### src/rtl/mc_ctrl_pkg.sv
// mc_ctrl_pkg: shared encodings for the multi-cycle MIPS control sequencer.
// Holds the FSM state encoding, the instruction class used for dispatch,
// opcode/funct constants, and the ALUOp / NPCOp / ExtOp code points that the
// datapath decodes. classify() maps an IR Op/Funct pair to its class.
package mc_ctrl_pkg;

    typedef enum logic [3:0] {
        S_RESET  = 4'd0,
        S_FETCH  = 4'd1,
        S_DECODE = 4'd2,
        S_EXE    = 4'd3,
        S_ALUWB  = 4'd4,
        S_MEMADR = 4'd5,
        S_MEMRD  = 4'd6,
        S_MEMWB  = 4'd7,
        S_MEMWR  = 4'd8,
        S_BRANCH = 4'd9,
        S_JUMP   = 4'd10,
        S_ERR    = 4'd11,
        S_TRAP   = 4'd12
    } state_t;

    typedef enum logic [3:0] {
        IC_RALU = 4'd0,
        IC_IALU = 4'd1,
        IC_LW   = 4'd2,
        IC_SW   = 4'd3,
        IC_BEQ  = 4'd4,
        IC_J    = 4'd5,
        IC_JAL  = 4'd6,
        IC_JR   = 4'd7,
        IC_BAD  = 4'd8
    } iclass_t;

    // Opcodes (IR[31:26])
    localparam logic [5:0] OP_RTYPE = 6'h00;
    localparam logic [5:0] OP_J     = 6'h02;
    localparam logic [5:0] OP_JAL   = 6'h03;
    localparam logic [5:0] OP_BEQ   = 6'h04;
    localparam logic [5:0] OP_ADDI  = 6'h08;
    localparam logic [5:0] OP_ORI   = 6'h0D;
    localparam logic [5:0] OP_LUI   = 6'h0F;
    localparam logic [5:0] OP_LW    = 6'h23;
    localparam logic [5:0] OP_SW    = 6'h2B;

    // R-type functs (IR[5:0])
    localparam logic [5:0] FUNCT_SLL  = 6'h00;
    localparam logic [5:0] FUNCT_JR   = 6'h08;
    localparam logic [5:0] FUNCT_ADDU = 6'h21;
    localparam logic [5:0] FUNCT_SUBU = 6'h23;
    localparam logic [5:0] FUNCT_AND  = 6'h24;
    localparam logic [5:0] FUNCT_OR   = 6'h25;
    localparam logic [5:0] FUNCT_SLT  = 6'h2A;

    // ALU operation codes
    localparam logic [3:0] ALU_NOP = 4'd0;
    localparam logic [3:0] ALU_ADD = 4'd1;
    localparam logic [3:0] ALU_SUB = 4'd2;
    localparam logic [3:0] ALU_AND = 4'd3;
    localparam logic [3:0] ALU_OR  = 4'd4;
    localparam logic [3:0] ALU_SLT = 4'd5;
    localparam logic [3:0] ALU_SLL = 4'd6;
    localparam logic [3:0] ALU_LUI = 4'd7;

    // Next-PC source select
    localparam logic [1:0] NPC_PLUS4  = 2'd0;
    localparam logic [1:0] NPC_BRANCH = 2'd1;
    localparam logic [1:0] NPC_JUMP   = 2'd2;
    localparam logic [1:0] NPC_JR     = 2'd3;

    // Immediate extender mode
    localparam logic [1:0] EXT_ZERO    = 2'b00;
    localparam logic [1:0] EXT_SIGNED  = 2'b01;
    localparam logic [1:0] EXT_HIGHPOS = 2'b10;

    // Map an IR Op/Funct pair onto the dispatch class used by DECODE.
    function automatic iclass_t classify(input logic [5:0] op, input logic [5:0] funct);
        iclass_t c;
        case (op)
            OP_RTYPE: begin
                case (funct)
                    FUNCT_ADDU, FUNCT_SUBU, FUNCT_AND,
                    FUNCT_OR, FUNCT_SLT, FUNCT_SLL: c = IC_RALU;
                    FUNCT_JR:                       c = IC_JR;
                    default:                        c = IC_BAD;
                endcase
            end
            OP_ORI, OP_ADDI, OP_LUI: c = IC_IALU;
            OP_LW:                   c = IC_LW;
            OP_SW:                   c = IC_SW;
            OP_BEQ:                  c = IC_BEQ;
            OP_J:                    c = IC_J;
            OP_JAL:                  c = IC_JAL;
            default:                 c = IC_BAD;
        endcase
        return c;
    endfunction

endpackage

### src/rtl/mc_alu_dec.sv
// mc_alu_dec: combinational Op/Funct decode for the execute-side selects.
// Ports:
//   op, funct  : IR opcode and funct fields
//   alu_op     : ALU operation for the EXE cycle of R/I-type ALU instructions
//   ext_op     : immediate extender mode (depends on op only)
//   alu_src_a  : 1 selects shamt as ALU A operand (sll only)
//   alu_src_b  : 1 selects Imm32 as ALU B operand (I-type ALU instructions)
module mc_alu_dec
    import mc_ctrl_pkg::*;
(
    input  logic [5:0] op,
    input  logic [5:0] funct,
    output logic [3:0] alu_op,
    output logic [1:0] ext_op,
    output logic       alu_src_a,
    output logic       alu_src_b
);

    // ALU operation and operand selects from Op/Funct
    always_comb begin
        alu_op    = ALU_NOP;
        alu_src_a = 1'b0;
        alu_src_b = 1'b0;
        case (op)
            OP_RTYPE: begin
                case (funct)
                    FUNCT_ADDU: alu_op = ALU_ADD;
                    FUNCT_SUBU: alu_op = ALU_SUB;
                    FUNCT_AND:  alu_op = ALU_AND;
                    FUNCT_OR:   alu_op = ALU_OR;
                    FUNCT_SLT:  alu_op = ALU_SLT;
                    FUNCT_SLL: begin
                        alu_op    = ALU_SLL;
                        alu_src_a = 1'b1;
                    end
                    default:    alu_op = ALU_NOP;
                endcase
            end
            OP_ORI: begin
                alu_op    = ALU_OR;
                alu_src_b = 1'b1;
            end
            OP_ADDI: begin
                alu_op    = ALU_ADD;
                alu_src_b = 1'b1;
            end
            OP_LUI: begin
                alu_op    = ALU_LUI;
                alu_src_b = 1'b1;
            end
            default: alu_op = ALU_NOP;
        endcase
    end

    // Immediate extension mode from the opcode alone
    always_comb begin
        case (op)
            OP_ORI:                        ext_op = EXT_ZERO;
            OP_LUI:                        ext_op = EXT_HIGHPOS;
            OP_ADDI, OP_LW, OP_SW, OP_BEQ: ext_op = EXT_SIGNED;
            default:                       ext_op = EXT_ZERO;
        endcase
    end

endmodule

### src/rtl/mc_ctrl.sv
// mc_ctrl: multi-cycle MIPS control sequencer.
// Steps each instruction through FETCH/DECODE/EXE/MEM/WB and drives all
// datapath selects as Moore functions of state/Op/Funct (IRWrite/PCWrite in
// FETCH are additionally gated by mem_ready). A wait counter turns a memory
// access stalled for more than MEM_TIMEOUT cycles into a sticky bus error.
// Optional build macro ILLEGAL_TRAP_EN: unknown instructions enter TRAP and
// set the sticky illegal flag; without it they retire as NOPs.
// Ports:
//   clk, rst (async active-low), Op/Funct (IR fields), Zero (ALU flag),
//   mem_ready (memory handshake); outputs mem_req, MemRead, MemWrite, IorD,
//   IRWrite, PCWrite, NPCOp, RegWrite, RegDst, WDSel, ALUSrcA, ALUSrcB,
//   ALUOp, ExtOp, bus_err, illegal, state (debug view of the FSM).
module mc_ctrl
    import mc_ctrl_pkg::*;
#(
    parameter int MEM_TIMEOUT = 255,
    parameter int TMR_W       = 8
) (
    input  logic       clk,
    input  logic       rst,
    input  logic [5:0] Op,
    input  logic [5:0] Funct,
    input  logic       Zero,
    input  logic       mem_ready,
    output logic       mem_req,
    output logic       MemRead,
    output logic       MemWrite,
    output logic       IorD,
    output logic       IRWrite,
    output logic       PCWrite,
    output logic [1:0] NPCOp,
    output logic       RegWrite,
    output logic [1:0] RegDst,
    output logic [1:0] WDSel,
    output logic       ALUSrcA,
    output logic       ALUSrcB,
    output logic [3:0] ALUOp,
    output logic [1:0] ExtOp,
    output logic       bus_err,
    output logic       illegal,
    output logic [3:0] state
);

    localparam logic [TMR_W-1:0] TMO_CNT = TMR_W'(MEM_TIMEOUT);

    state_t           state_r;
    logic [TMR_W-1:0] wait_cnt_r;
    logic             bus_err_r;
    iclass_t          iclass_s;
    logic             mem_state_s;
    logic             timeout_s;
    logic [3:0]       dec_alu_op_s;
    logic [1:0]       dec_ext_s;
    logic             dec_src_a_s;
    logic             dec_src_b_s;

    mc_alu_dec u_alu_dec (
        .op        (Op),
        .funct     (Funct),
        .alu_op    (dec_alu_op_s),
        .ext_op    (dec_ext_s),
        .alu_src_a (dec_src_a_s),
        .alu_src_b (dec_src_b_s)
    );

    assign iclass_s    = classify(Op, Funct);
    assign mem_state_s = (state_r == S_FETCH) || (state_r == S_MEMRD) || (state_r == S_MEMWR);
    // A ready in the timeout cycle still completes the access normally.
    assign timeout_s   = mem_state_s && !mem_ready && (wait_cnt_r == TMO_CNT);

    // Instruction sequencing FSM
    always_ff @(posedge clk or negedge rst) begin
        if (!rst) begin
            state_r <= S_RESET;
        end else begin
            case (state_r)
                S_RESET:  state_r <= S_FETCH;
                S_FETCH: begin
                    if (mem_ready)      state_r <= S_DECODE;
                    else if (timeout_s) state_r <= S_ERR;
                    else                state_r <= S_FETCH;
                end
                S_DECODE: begin
                    case (iclass_s)
                        IC_RALU, IC_IALU:   state_r <= S_EXE;
                        IC_LW, IC_SW:       state_r <= S_MEMADR;
                        IC_BEQ:             state_r <= S_BRANCH;
                        IC_J, IC_JAL, IC_JR: state_r <= S_JUMP;
`ifdef ILLEGAL_TRAP_EN
                        default:            state_r <= S_TRAP;
`else
                        default:            state_r <= S_FETCH;
`endif
                    endcase
                end
                S_EXE:    state_r <= S_ALUWB;
                S_ALUWB:  state_r <= S_FETCH;
                S_MEMADR: state_r <= (iclass_s == IC_LW) ? S_MEMRD : S_MEMWR;
                S_MEMRD: begin
                    if (mem_ready)      state_r <= S_MEMWB;
                    else if (timeout_s) state_r <= S_ERR;
                    else                state_r <= S_MEMRD;
                end
                S_MEMWR: begin
                    if (mem_ready)      state_r <= S_FETCH;
                    else if (timeout_s) state_r <= S_ERR;
                    else                state_r <= S_MEMWR;
                end
                S_MEMWB:  state_r <= S_FETCH;
                S_BRANCH: state_r <= S_FETCH;
                S_JUMP:   state_r <= S_FETCH;
                S_ERR:    state_r <= S_ERR;
                S_TRAP:   state_r <= S_TRAP;
                default:  state_r <= S_RESET;
            endcase
        end
    end

    // Consecutive memory wait-cycle counter
    always_ff @(posedge clk or negedge rst) begin
        if (!rst) begin
            wait_cnt_r <= '0;
        end else if (mem_state_s && !mem_ready) begin
            wait_cnt_r <= wait_cnt_r + TMR_W'(1);
        end else begin
            wait_cnt_r <= '0;
        end
    end

    // Sticky bus-error flag, set on the edge that enters ERR
    always_ff @(posedge clk or negedge rst) begin
        if (!rst) begin
            bus_err_r <= 1'b0;
        end else begin
            bus_err_r <= bus_err_r | timeout_s;
        end
    end

`ifdef ILLEGAL_TRAP_EN
    logic illegal_r;

    // Sticky illegal-instruction flag, set on the edge that enters TRAP
    always_ff @(posedge clk or negedge rst) begin
        if (!rst) begin
            illegal_r <= 1'b0;
        end else begin
            illegal_r <= illegal_r | ((state_r == S_DECODE) && (iclass_s == IC_BAD));
        end
    end

    assign illegal = illegal_r;
`else
    assign illegal = 1'b0;
`endif

    assign bus_err = bus_err_r;
    assign state   = state_r;

    // Moore decode of datapath controls from the current state
    always_comb begin
        mem_req  = 1'b0;
        MemRead  = 1'b0;
        MemWrite = 1'b0;
        IorD     = 1'b0;
        IRWrite  = 1'b0;
        PCWrite  = 1'b0;
        NPCOp    = NPC_PLUS4;
        RegWrite = 1'b0;
        RegDst   = 2'd0;
        WDSel    = 2'd0;
        ALUSrcA  = 1'b0;
        ALUSrcB  = 1'b0;
        ALUOp    = ALU_NOP;
        ExtOp    = EXT_ZERO;
        case (state_r)
            S_FETCH: begin
                mem_req = 1'b1;
                MemRead = 1'b1;
                IRWrite = mem_ready;
                PCWrite = mem_ready;
            end
            S_DECODE: ExtOp = dec_ext_s;
            S_EXE: begin
                ALUSrcA = dec_src_a_s;
                ALUSrcB = dec_src_b_s;
                ALUOp   = dec_alu_op_s;
                ExtOp   = dec_ext_s;
            end
            S_ALUWB: begin
                RegWrite = 1'b1;
                RegDst   = (iclass_s == IC_RALU) ? 2'd1 : 2'd0;
                ExtOp    = dec_ext_s;
            end
            S_MEMADR: begin
                ALUSrcB = 1'b1;
                ALUOp   = ALU_ADD;
                ExtOp   = dec_ext_s;
            end
            S_MEMRD: begin
                mem_req = 1'b1;
                MemRead = 1'b1;
                IorD    = 1'b1;
                ExtOp   = dec_ext_s;
            end
            S_MEMWB: begin
                RegWrite = 1'b1;
                WDSel    = 2'd1;
                ExtOp    = dec_ext_s;
            end
            S_MEMWR: begin
                mem_req  = 1'b1;
                MemWrite = 1'b1;
                IorD     = 1'b1;
                ExtOp    = dec_ext_s;
            end
            S_BRANCH: begin
                ALUOp   = ALU_SUB;
                NPCOp   = NPC_BRANCH;
                PCWrite = Zero;
                ExtOp   = dec_ext_s;
            end
            S_JUMP: begin
                PCWrite = 1'b1;
                ExtOp   = dec_ext_s;
                case (iclass_s)
                    IC_JR:   NPCOp = NPC_JR;
                    IC_JAL: begin
                        // Link is written with the pre-update PC (PC+4) on the same edge.
                        NPCOp    = NPC_JUMP;
                        RegWrite = 1'b1;
                        RegDst   = 2'd2;
                        WDSel    = 2'd2;
                    end
                    default: NPCOp = NPC_JUMP;
                endcase
            end
            default: ExtOp = EXT_ZERO;
        endcase
    end

endmodule

### config.mk
export PLATFORM = sky130hd
export DESIGN_NAME = mc_ctrl
export DESIGN_NICKNAME = d
export VERILOG_FILES = /design/src/rtl/mc_ctrl_pkg.sv /design/src/rtl/mc_alu_dec.sv /design/src/rtl/mc_ctrl.sv
export SDC_FILE = /design/constraint.sdc
export NUM_CORES = 1
export LEC_CHECK = 0
export BUFFER_PORTS_ARGS = -buffer_cell sky130_fd_sc_hd__buf_2
export CORE_MARGIN = 4
export CORE_UTILIZATION = 32
export DETAILED_ROUTE_END_ITERATION = 8
export GPL_TIMING_DRIVEN = 0
export PLACE_DENSITY = 0.63
export SLEW_MARGIN = 25
export SYNTH_ARGS = -nofsm -noshare
export SYNTH_HDL_FRONTEND = slang
export SYNTH_SLANG_ARGS = --single-unit
### constraint.sdc
create_clock -name clk -period 2.3 [get_ports clk]
set_input_delay 0.115 -clock clk [delete_from_list [all_inputs] [get_ports clk]]
set_output_delay 0.115 -clock clk [all_outputs]
set_load 0.01 [all_outputs]
==> results.ini, run 1 <==
[run_status]
status = complete, no violations

[logic_synthesis]
netlist_instances = 206
synth_top_area_share_pct = 22.0
syn_avg_cell_area_um2 = 7.19
ys_seq_area_share_pct = 22.0
synth_top_area_cell = dfrtp_1
yosys_warnings = 0
synthFlopType = dfrtp_1
ys_async_sr_fraction_pct = 100
yosysUniqueCellTypes = 50
ys_ff_latch = 13
ys_top_cells_by_area = dfrtp_1, nor2_1, nor3_1
syn_area_um2 = 1480
synth_edf_count = 0

[floorplan]
num_io_pins = 43
fp.dieH_um = 76.0
die_width_um = 76.0
core-area_um2 = 4410
rows = 24
start_util_pct = 33.5
die-area_um2 = 5780

[cells_and_area]
areaGrowthSynthToFinish_pct = 20.6
drive_gt1_share_pct = 21.1
fin_nets = 265
antennaDiodeCount = 0

[job]
cap_violations = 0

[sta]
tns_ns = 0
clock-skew-final_ns = 0.00527
fin_crit_sh_pct = 90.3
rsz0062_at_grt = no
setup_viol = 0
max_slew_margin_pct = 62.0
worst_slew_pin_slew_ns = 0.566
timing.fmax_ghz = 0.481
timing.final.crit_period_ns = 2.08
finalMaxSlewViolations = 0
hold_viol_final = 0
hold_slack_ns = 0.280

[power]
ir_drop_v = 0.000237
leakage_nw = 0.774
p_per_area_nw_per_um2 = 767

[routing]
postRouteAntennaNets = 0
wl_per_cell_um = 14.2
vias = 1675
dr.pass1.iters = 5
wl_mm = 4.26
first_iter_violations = 124
vias_per_cell = 5.60
drc_errors = 0

[clocking]
cts_tree = yes
cts_max_level = 1
cts_buffer_depth = 2
clk_pin_slew_worst_paths_ns = 0.05
post_cts_buffers = 0
clockRootBuffer = clkbuf_8
cts_made_buffers = 3
clkSinkCount = 13
clk_latency_ns = 0.25

[critical_path]
cp-start-kind = register
worstSetupEndpointType = output pin
crit_type = register to output pin
r2r_setup_slack_ns = 0.38
crit_path_max_fanout = 10
critPathArrivalTime_ns = 1.96
critPathRequiredTime_ns = 2.18

[global_route]
antenna_found_initial = 0
grt_max_degree = 14
overflow = 0
grt_pass1_wl_mm = 7.22
track_usage_pct = 14.6
first_global_vias = 1497

[place]
io_buffers = 35
dp_hpwl_mm = 3.34
routabilityCongestion = 0.888

[hold_path]
hold_class = input port to async pin

==> state kept, by name (all words and copies together), names as in the netlist <==
signal      flops
state           4
wait_cnt_r      8
bus_err         1
==> synth_stat cells, drive strengths merged (6+ instances only) <==
| cell type | number |
|---|---|
| nand3 | 8 |
| o21ai | 8 |
| dfrtp | 13 |
| xor2 | 6 |
| nand2b | 7 |
| a31oi | 7 |
| nor2 | 29 |
| nand2 | 18 |
| clkbuf | 12 |
| nor3 | 15 |
| a21oi | 11 |
| inv | 7 |
==> layout by cell type, fill, tap and decap left out, types with 3 or more instances in the layout <==
cell type,Yosys,final
buf_2,1,36
nand2_1,18,18
nor2_1,29,29
a31oi_1,7,7
o211ai_1,3,3
nand3_1,8,8
a21oi_1,11,11
clkbuf_8,0,3
dfrtp_1,13,13
nand3b_1,3,3
o32ai_1,3,3
xor2_1,6,6
and3_1,5,5
nor3_1,15,14
nand4_1,4,4
nand2b_1,7,7
o21ai_0,8,8
clkbuf_1,12,12
inv_1,7,7
nor2b_1,3,3
o31ai_1,4,4
==> layer usage <==
layer  vias up  global-route usage, %  wire (um)
met3         6                   2.36        179
li1        841                      -          -
met5         -                      0          0
met4         0                   3.74         56
met1       782                   20.8       1980
met2        46                   22.9       2040
==> per-stage QoR <==
step                instances  cell area [um^2]  setup WS, ns  util, %  total power, mW
global placement          294              1720         0.184     39.1             1.15
CTS                       299              1780        0.0920     40.4             1.37
finish                    299              1790         0.222     40.4             1.37
detailed placement        294              1720         0.155     39.1             1.16
global route              299              1790        0.0476     40.4             1.49
floorplan                 207              1480         0.428        -            0.899
==> power by group <==
group          leakage, nW  switching, mW  total, mW  internal (mW)
Clock               0.0228         0.0801      0.202          0.122
Sequential           0.176         0.0457      0.312          0.266
Combinational        0.576          0.538      0.855          0.317
==> critical path: stages (launching register included) <==
cell	delay, ns
dfrtp_1	0.49
clkbuf_2	0.27
nand2_1	0.11
nor3_2	0.30
o211ai_1	0.19
o32ai_1	0.16
buf_2	0.18
==> final timing paths <==
check	from	end	cells past startpoint
min	rst	wait_cnt_r[0]	2
min in group clk	Op[4]	state[2]	3
max in group asynchronous	rst	wait_cnt_r[1]	2
max	state[0]	ALUOp[1]	6
min reg2reg	bus_err	bus_err	1
max reg2reg	wait_cnt_r[0]	state[2]	6
==> area by class of cell <==
cell class                 count  area, um^2
buffer                        16        77.6
clock buffer                   4        45.0
sequential                    13         325
tap                           52        65.1
multi-input combinational    171        1060
inverter                       7        26.3
fill                         475        2630
timing repair buffer          36         185
==> timing repair <==
action,CTS,global route
hold endpoints to repair,13,0
hold buffers,1,0
resized for setup,1,2
cloned,0,0
endpoints found under the setup margin,4,3
==> cells by family after synthesis <==
kind of cell / share of synthesized area [%]
buffers and inverters: 6.93
flip-flops: 22.0
AND/OR/NAND/NOR: 40.8
AO/OA/AOI/OAI: 23.0
other: 0.253
XOR/XNOR: 4.73
adder cells (fa/ha/maj): 0.845
multiplexers: 1.44
No activity file was read; power rests on OpenSTA's default activity.
==> run 2, diff against run 1 <==
Settings changed: ABC_AREA from default to 1, PLACE_DENSITY 0.63 to 0.62, SYNTH_HIERARCHICAL from default to 1.
==> results.ini, run 2 <==
[run_status]
status = complete, no violations

[place]
routabilityCongestion = 0.820  ; -7.6%
placed_area_um2 = 1890  ; +9.9%
place_ws_ns = 0.751  ; +0.596 ns
io_buffers = 40  ; +14%
dp_hpwl_mm = 3.28  ; -1.8%

[logic_synthesis]
ys_async_sr_fraction_pct = 100  ; unchanged
syn_avg_cell_area_um2 = 5.86  ; -19%
synth_adder_area_share_pct = 0.777  ; -0.068 points
synthMuxAreaShare_pct = 0  ; -1.4 points
synth_top_area_share_pct = 20.2  ; -1.8 points
synthFlopType = dfrtp_1
netlist_instances = 275  ; +33%
synth_edf_count = 0  ; unchanged
synth_fp_nets = 292
yosys_warnings = 6  ; +6
ys_seq_area_share_pct = 20.2  ; -1.8 points
syn_area_um2 = 1610  ; +8.8%
synth_commonest_cells = nand2_1, nor2_1, inv_1
ys_top_cells_by_area = dfrtp_1, nand2_1, nor2_1
ys_ff_latch = 13  ; unchanged
synth.most_common_cell = nand2_1
yosysUniqueCellTypes = 29  ; -42%
synthXorXnorAreaFrac_pct = 0.544  ; -4.2 points
synth_top_area_cell = dfrtp_1
synth_compound_area_share_pct = 5.21  ; -18 points
synth_top_family_by_area = simple AND/OR/NAND/NOR gates
synthSimpleGateAreaFrac_pct = 58.1  ; +17 points

[hold_path]
hold_path_end = state[1]
min_from = mem_ready
holdPathStages = 5
hold_class = input port to register

[cells_and_area]
antennaDiodeCount = 0  ; unchanged
top_register = wait_cnt_r
layout_commonest_cell = nand2_1
fin_nets = 338  ; +28%
largest_reg_flops = 8  ; unchanged
design_area_um2 = 1950  ; +9.2%
final_cell_mix = nand2_1, nor2_1, inv_1, buf_2, nand3_1
areaGrowthSynthToFinish_pct = 21.1
utilization_pct = 40.7  ; +0.28 points
drive_gt1_share_pct = 30.0  ; +8.9 points

[routing]
vias_per_cell = 4.47  ; -20%
vias = 1728  ; +3.2%
drc_errors = 0  ; unchanged
dr.pass1.iters = 4  ; -1
wl_per_cell_um = 9.95  ; -30%
first_iter_violations = 69  ; -44%
wl_mm = 3.85  ; -9.5%
postRouteAntennaNets = 0  ; unchanged

[clocking]
cts_buffer_depth = 2  ; unchanged
clkSinkCount = 13  ; unchanged
ctsResizeCount = 0  ; -1
clk_pin_slew_worst_paths_ns = 0.06  ; about the same
ctsHoldBuffers = 1  ; unchanged
clk_latency_ns = 0.24  ; about the same
cts_max_level = 1  ; unchanged
post_cts_buffers = 0  ; unchanged
clockRootBuffer = clkbuf_8
cts_tree = yes
cts_made_buffers = 3  ; unchanged

[sta]
finalWorstSetupSlack_ns = 0.534  ; +0.312 ns
hold_viol_final = 0  ; unchanged
fin_crit_sh_pct = 76.8  ; -14 points
timing.final.crit_period_ns = 1.77  ; -0.312 ns
timing.fmax_ghz = 0.566  ; +18%
finalMaxSlewViolations = 0  ; unchanged
clock-skew-final_ns = 0.00678  ; +0.00151 ns
setup_viol = 0  ; unchanged
rsz0062_at_grt = no
tns_ns = 0  ; unchanged

[floorplan]
start_util_pct = 33.6  ; +0.12 points
core-area_um2 = 4790  ; +8.4%
die_width_um = 78.9  ; +3.8%
fp.dieH_um = 78.9  ; +3.8%
num_io_pins = 43  ; unchanged
rows = 25  ; +4.2%
die-area_um2 = 6230  ; +7.8%

[power]
switchingPower_mw = 0.686  ; +3.3%
leakage_nw = 1.12  ; +45%
p_sw_share_pct = 50.6  ; +2.1 points
p_seq_share_pct = 25.7  ; +2.9 points
p_per_area_nw_per_um2 = 696  ; -9.3%
pwr-share-comb_pct = 59.5  ; -3.0 points
ir_drop_v = 0.000338  ; +42%
p_clk_share_pct = 14.8  ; about the same
internal-power_mw = 0.670  ; -5.1%

[global_route]
overflow = 0  ; unchanged
grt_max_degree = 14  ; unchanged
antenna_found_initial = 0  ; unchanged
track_usage_pct = 13.1  ; -1.5 points
grt_pass1_wl_mm = 6.83  ; -5.4%
first_global_vias = 1589  ; +6.1%

[critical_path]
crit_type = register to output pin
crit_path_max_fanout = 5  ; -5
critPathRequiredTime_ns = 2.18  ; about the same
critPathArrivalTime_ns = 1.65  ; -0.31 ns
r2r_setup_slack_ns = 0.72  ; +0.34 ns
r2r_end = state[2]
worstSetupEndpointType = output pin
cp-start-kind = register
worstReg2RegStart = wait_cnt_r[0]
ff2ff_path_depth = 8  ; +2

[job]
cap_violations = 0  ; unchanged

-- run 2: final cells by class --
type                       count  area [um^2]
buffer                         2         15.0
clock buffer                   4         45.0
fill                         520         2840
inverter                      59          221
multi-input combinational    201         1050
sequential                    13          325
tap                           67         83.8
timing repair buffer          41          210
-- run 2: routing by layer --
metal / up-vias / wire [um] / GRT usage, %
met5: - / 0 / 0
met4: 0 / 38 / 2.58
met3: 5 / 145 / 2.15
met2: 37 / 1830 / 22.1
met1: 754 / 1840 / 17.7
li1: 932 / - / -
-- run 2: cell families after synthesis --
group                      Yosys count
DFF                                 13
AOI/OAI and AO/OA                   14
and+or+nand+nor                    183
buffers and inverters               61
xor gates and xnor gates             1
other                                2
adders and majority gates            1
-- run 2: metrics by stage --
stage               power (mW)  std cells  hold slack, ns
global placement          1.16        382          0.0181
CTS                       1.37        387           0.262
floorplan                0.906        275          -0.181
global route              1.48        387           0.303
detailed placement        1.17        382          0.0182
finish                    1.36        387           0.270
-- run 2: power groups by stage --
| stage | combinational (mW) | clock, mW | sequential [mW] |
|---|---|---|---|
| 6_report | 0.807 | 0.200 | 0.348 |
| 2_1_floorplan | 0.554 | 0 | 0.352 |
| 3_3_place_gp | 0.812 | 0 | 0.351 |
| 5_1_grt | 0.904 | 0.218 | 0.358 |
| 4_1_cts | 0.819 | 0.204 | 0.350 |
| 3_5_place_dp | 0.813 | 0 | 0.353 |
-- run 2: worst max-delay path by stage --
stage | start | endpoint
global route | state[3] | ALUOp[2]
global placement | wait_cnt_r[0] | state[2]
detailed placement | wait_cnt_r[0] | state[2]
floorplan | state[1] | RegDst[1]
CTS | state[2] | ALUOp[2]
finish | state[2] | ALUOp[2]
-- run 2: worst max-delay path, cell delays in order (launching register included) --
cell and delay (ns):
dfrtp_1 0.46, nor2_1 0.25, inv_1 0.08, nor2_1 0.27, inv_1 0.12, nor2_1 0.09
buf_2 0.13
==> run 3, diff against run 2 <==
Settings changed: ABC_AREA 1 to 0.
Clock period 2.3 ns to 1.8 ns, I/O delays scaled along.
==> results.ini, run 3 <==
[run_status]
status = complete, no violations

[logic_synthesis]
netlist_instances = 219  ; -20%
synth_top_area_cell = dfrtp_1
synth.most_common_cell = nor2_1
synthFlopType = dfrtp_1
ys_top_cells_by_area = dfrtp_1, nor2_1, a21oi_1
syn_area_um2 = 1570  ; -2.3%
synth_top_area_share_pct = 20.7  ; +0.47 points
synth_fp_nets = 236  ; -19%
ys_ff_latch = 13  ; unchanged
yosys_warnings = 6  ; unchanged
yosysUniqueCellTypes = 57  ; +97%
syn_avg_cell_area_um2 = 7.19  ; +23%
ys_seq_area_share_pct = 20.7  ; +0.47 points
synth_commonest_cells = nor2_1, nand2_1, a21oi_1
ys_async_sr_fraction_pct = 100  ; unchanged
synth_edf_count = 0  ; unchanged

[sta]
setup_viol = 0  ; unchanged
finalWorstSetupSlack_ns = 0.0466  ; -0.488 ns
timing.final.crit_period_ns = 1.75
hold_slack_ns = 0.261  ; -0.00860 ns
finalMaxSlewViolations = 0  ; unchanged
clock-skew-final_ns = 0.00287  ; -0.00391 ns
fin_crit_sh_pct = 97.4
timing.fmax_ghz = 0.570
rsz0062_at_grt = yes
hold_viol_final = 0  ; unchanged

[place]
place_ws_ns = -0.110  ; -0.861 ns
dp.cells = 326  ; -15%
routabilityCongestion = 0.857  ; +4.5%
dp_hpwl_mm = 3.47  ; +5.8%
io_buffers = 40  ; unchanged

[global_route]
grt_pass1_wl_mm = 7.60  ; +11%
first_global_vias = 1672  ; +5.2%
overflow = 0  ; unchanged
antenna_found_initial = 0  ; unchanged
grt_max_degree = 14  ; unchanged
track_usage_pct = 14.8  ; +1.7 points

[cells_and_area]
areaGrowthSynthToFinish_pct = 35.9
fin_nets = 295  ; -13%
layout_commonest_cell = buf_2
fillers = 508  ; -2.3%
top_register = wait_cnt_r
drive_gt1_share_pct = 30.7  ; +0.69 points
instances_no_fill = 344  ; -11%
largest_reg_flops = 8  ; unchanged
antennaDiodeCount = 0  ; unchanged
final_cell_mix = buf_2, nor2_1, nand2_1, a21oi_1, buf_4

[floorplan]
start_util_pct = 33.1  ; -0.54 points
die-area_um2 = 6110  ; -2.0%
core-area_um2 = 4750  ; -0.65%
fp.dieH_um = 78.1  ; -1.0%
rows = 25  ; unchanged
die_width_um = 78.1  ; -1.0%
num_io_pins = 43  ; unchanged

[critical_path]
worstSetupEndpointType = output pin
crit_type = input port to output pin
ff2ff_path_depth = 7  ; -1
r2r_setup_slack_ns = 0.08  ; -0.64 ns
worstReg2RegStart = state[0]
crit_family = simple AND/OR/NAND/NOR gates
crit_slowest_cell = or4b_4
critPathArrivalTime_ns = 1.66  ; about the same
cp-start-kind = input port
crit_path_max_fanout = 2  ; -3
critPathRequiredTime_ns = 1.71  ; -0.47 ns
crit_buf_inv = 2  ; -1
r2r_end = state[3]
crit_chain = buf_12 > or3_4 > or4b_4 > o32ai_4 > nand2_1 > a21oi_2 > buf_2
critPathMaxStageDelay_ns = 0.53  ; +0.07 ns

[clocking]
clk_pin_slew_worst_paths_ns = 0.06  ; about the same
clockRootBuffer = clkbuf_8
clk_latency_ns = 0.24  ; about the same
clkSinkCount = 13  ; unchanged
cts_max_level = 1  ; unchanged
cts_made_buffers = 3  ; unchanged
cts_tree = yes
cts_buffer_depth = 2  ; unchanged

[routing]
postRouteAntennaNets = 0  ; unchanged
wl_mm = 4.70  ; +22%
first_iter_violations = 67  ; -2.9%
drc_errors = 0  ; unchanged
dr.pass1.iters = 4  ; unchanged
vias_per_cell = 5.27  ; +18%
wl_per_cell_um = 13.7  ; +37%
vias = 1813  ; +4.9%

[power]
p_per_area_nw_per_um2 = 1030  ; +48%
leakage_nw = 0.942  ; -16%
ir_drop_v = 0.000350  ; +3.6%

[job]
cap_violations = 0  ; unchanged

[hold_path]
hold_class = input port to async pin

[run 3: layer usage]
layer  track usage [%]  up-vias  wire length, um
li1                  -      921                -
met1              17.4      850             2060
met2              28.6       38             2480
met3              1.72        4              145
met4              2.62        0               19
met5                 0        -                0
[run 3: metrics by stage]
step | TNS (ns) | total power [mW] | utilization, % | instance area (um^2)
detailed placement | -0.226 | 1.66 | 39.1 | 1860
CTS | 0 | 2.03 | 42.5 | 2020
floorplan | 0 | 1.25 | - | 1570
finish | 0 | 2.20 | 45.0 | 2140
global placement | -0.201 | 1.65 | 39.1 | 1860
global route | -0.0499 | 2.37 | 45.0 | 2140
[run 3: kinds of logic after synthesis]
logic type	share of synthesized area (%)
DFF	20.7
xor gates and xnor gates	4.45
AOI/OAI and AO/OA	22.7
adders and majority gates	0.795
buffers and inverters	6.12
other	0.477
and+or+nand+nor	44.8
[run 3: timing repair]
action / CTS / global route
endpoints found under the hold margin: 13 / 0
setup endpoints to repair: 10 / 14
hold buffers: 1 / 0
pin swaps: 6 / 3
buffers inserted: 4 / 8
resized for setup: 20 / 15
gates cloned: 0 / 1
[run 3: worst max path at each step]
stage / endpoint / start / cells past startpoint
finish: ALUOp[1] / Op[0] / 7
global route: RegDst[0] / state[0] / 6
CTS: state[3] / state[3] / 6
detailed placement: ALUOp[1] / Op[0] / 7
global placement: ALUOp[1] / Op[0] / 7
floorplan: state[3] / state[2] / 7
[run 3: layout make-up]
type | instances | area, um^2 | area share (%)
multi-input combinational | 187 | 1230 | 57.5
timing repair buffer | 54 | 340 | 15.9
sequential | 13 | 327 | 15.3
buffer | 14 | 95.1 | 4.45
tap | 67 | 83.8 | 3.92
clock buffer | 4 | 45.0 | 2.11
inverter | 5 | 18.8 | 0.878
[run 3: power by group]
part	internal (mW)	leakage, nW	switching [mW]
clock	0.156	0.0228	0.103
sequential	0.346	0.175	0.0748
combinational	0.673	0.744	0.844
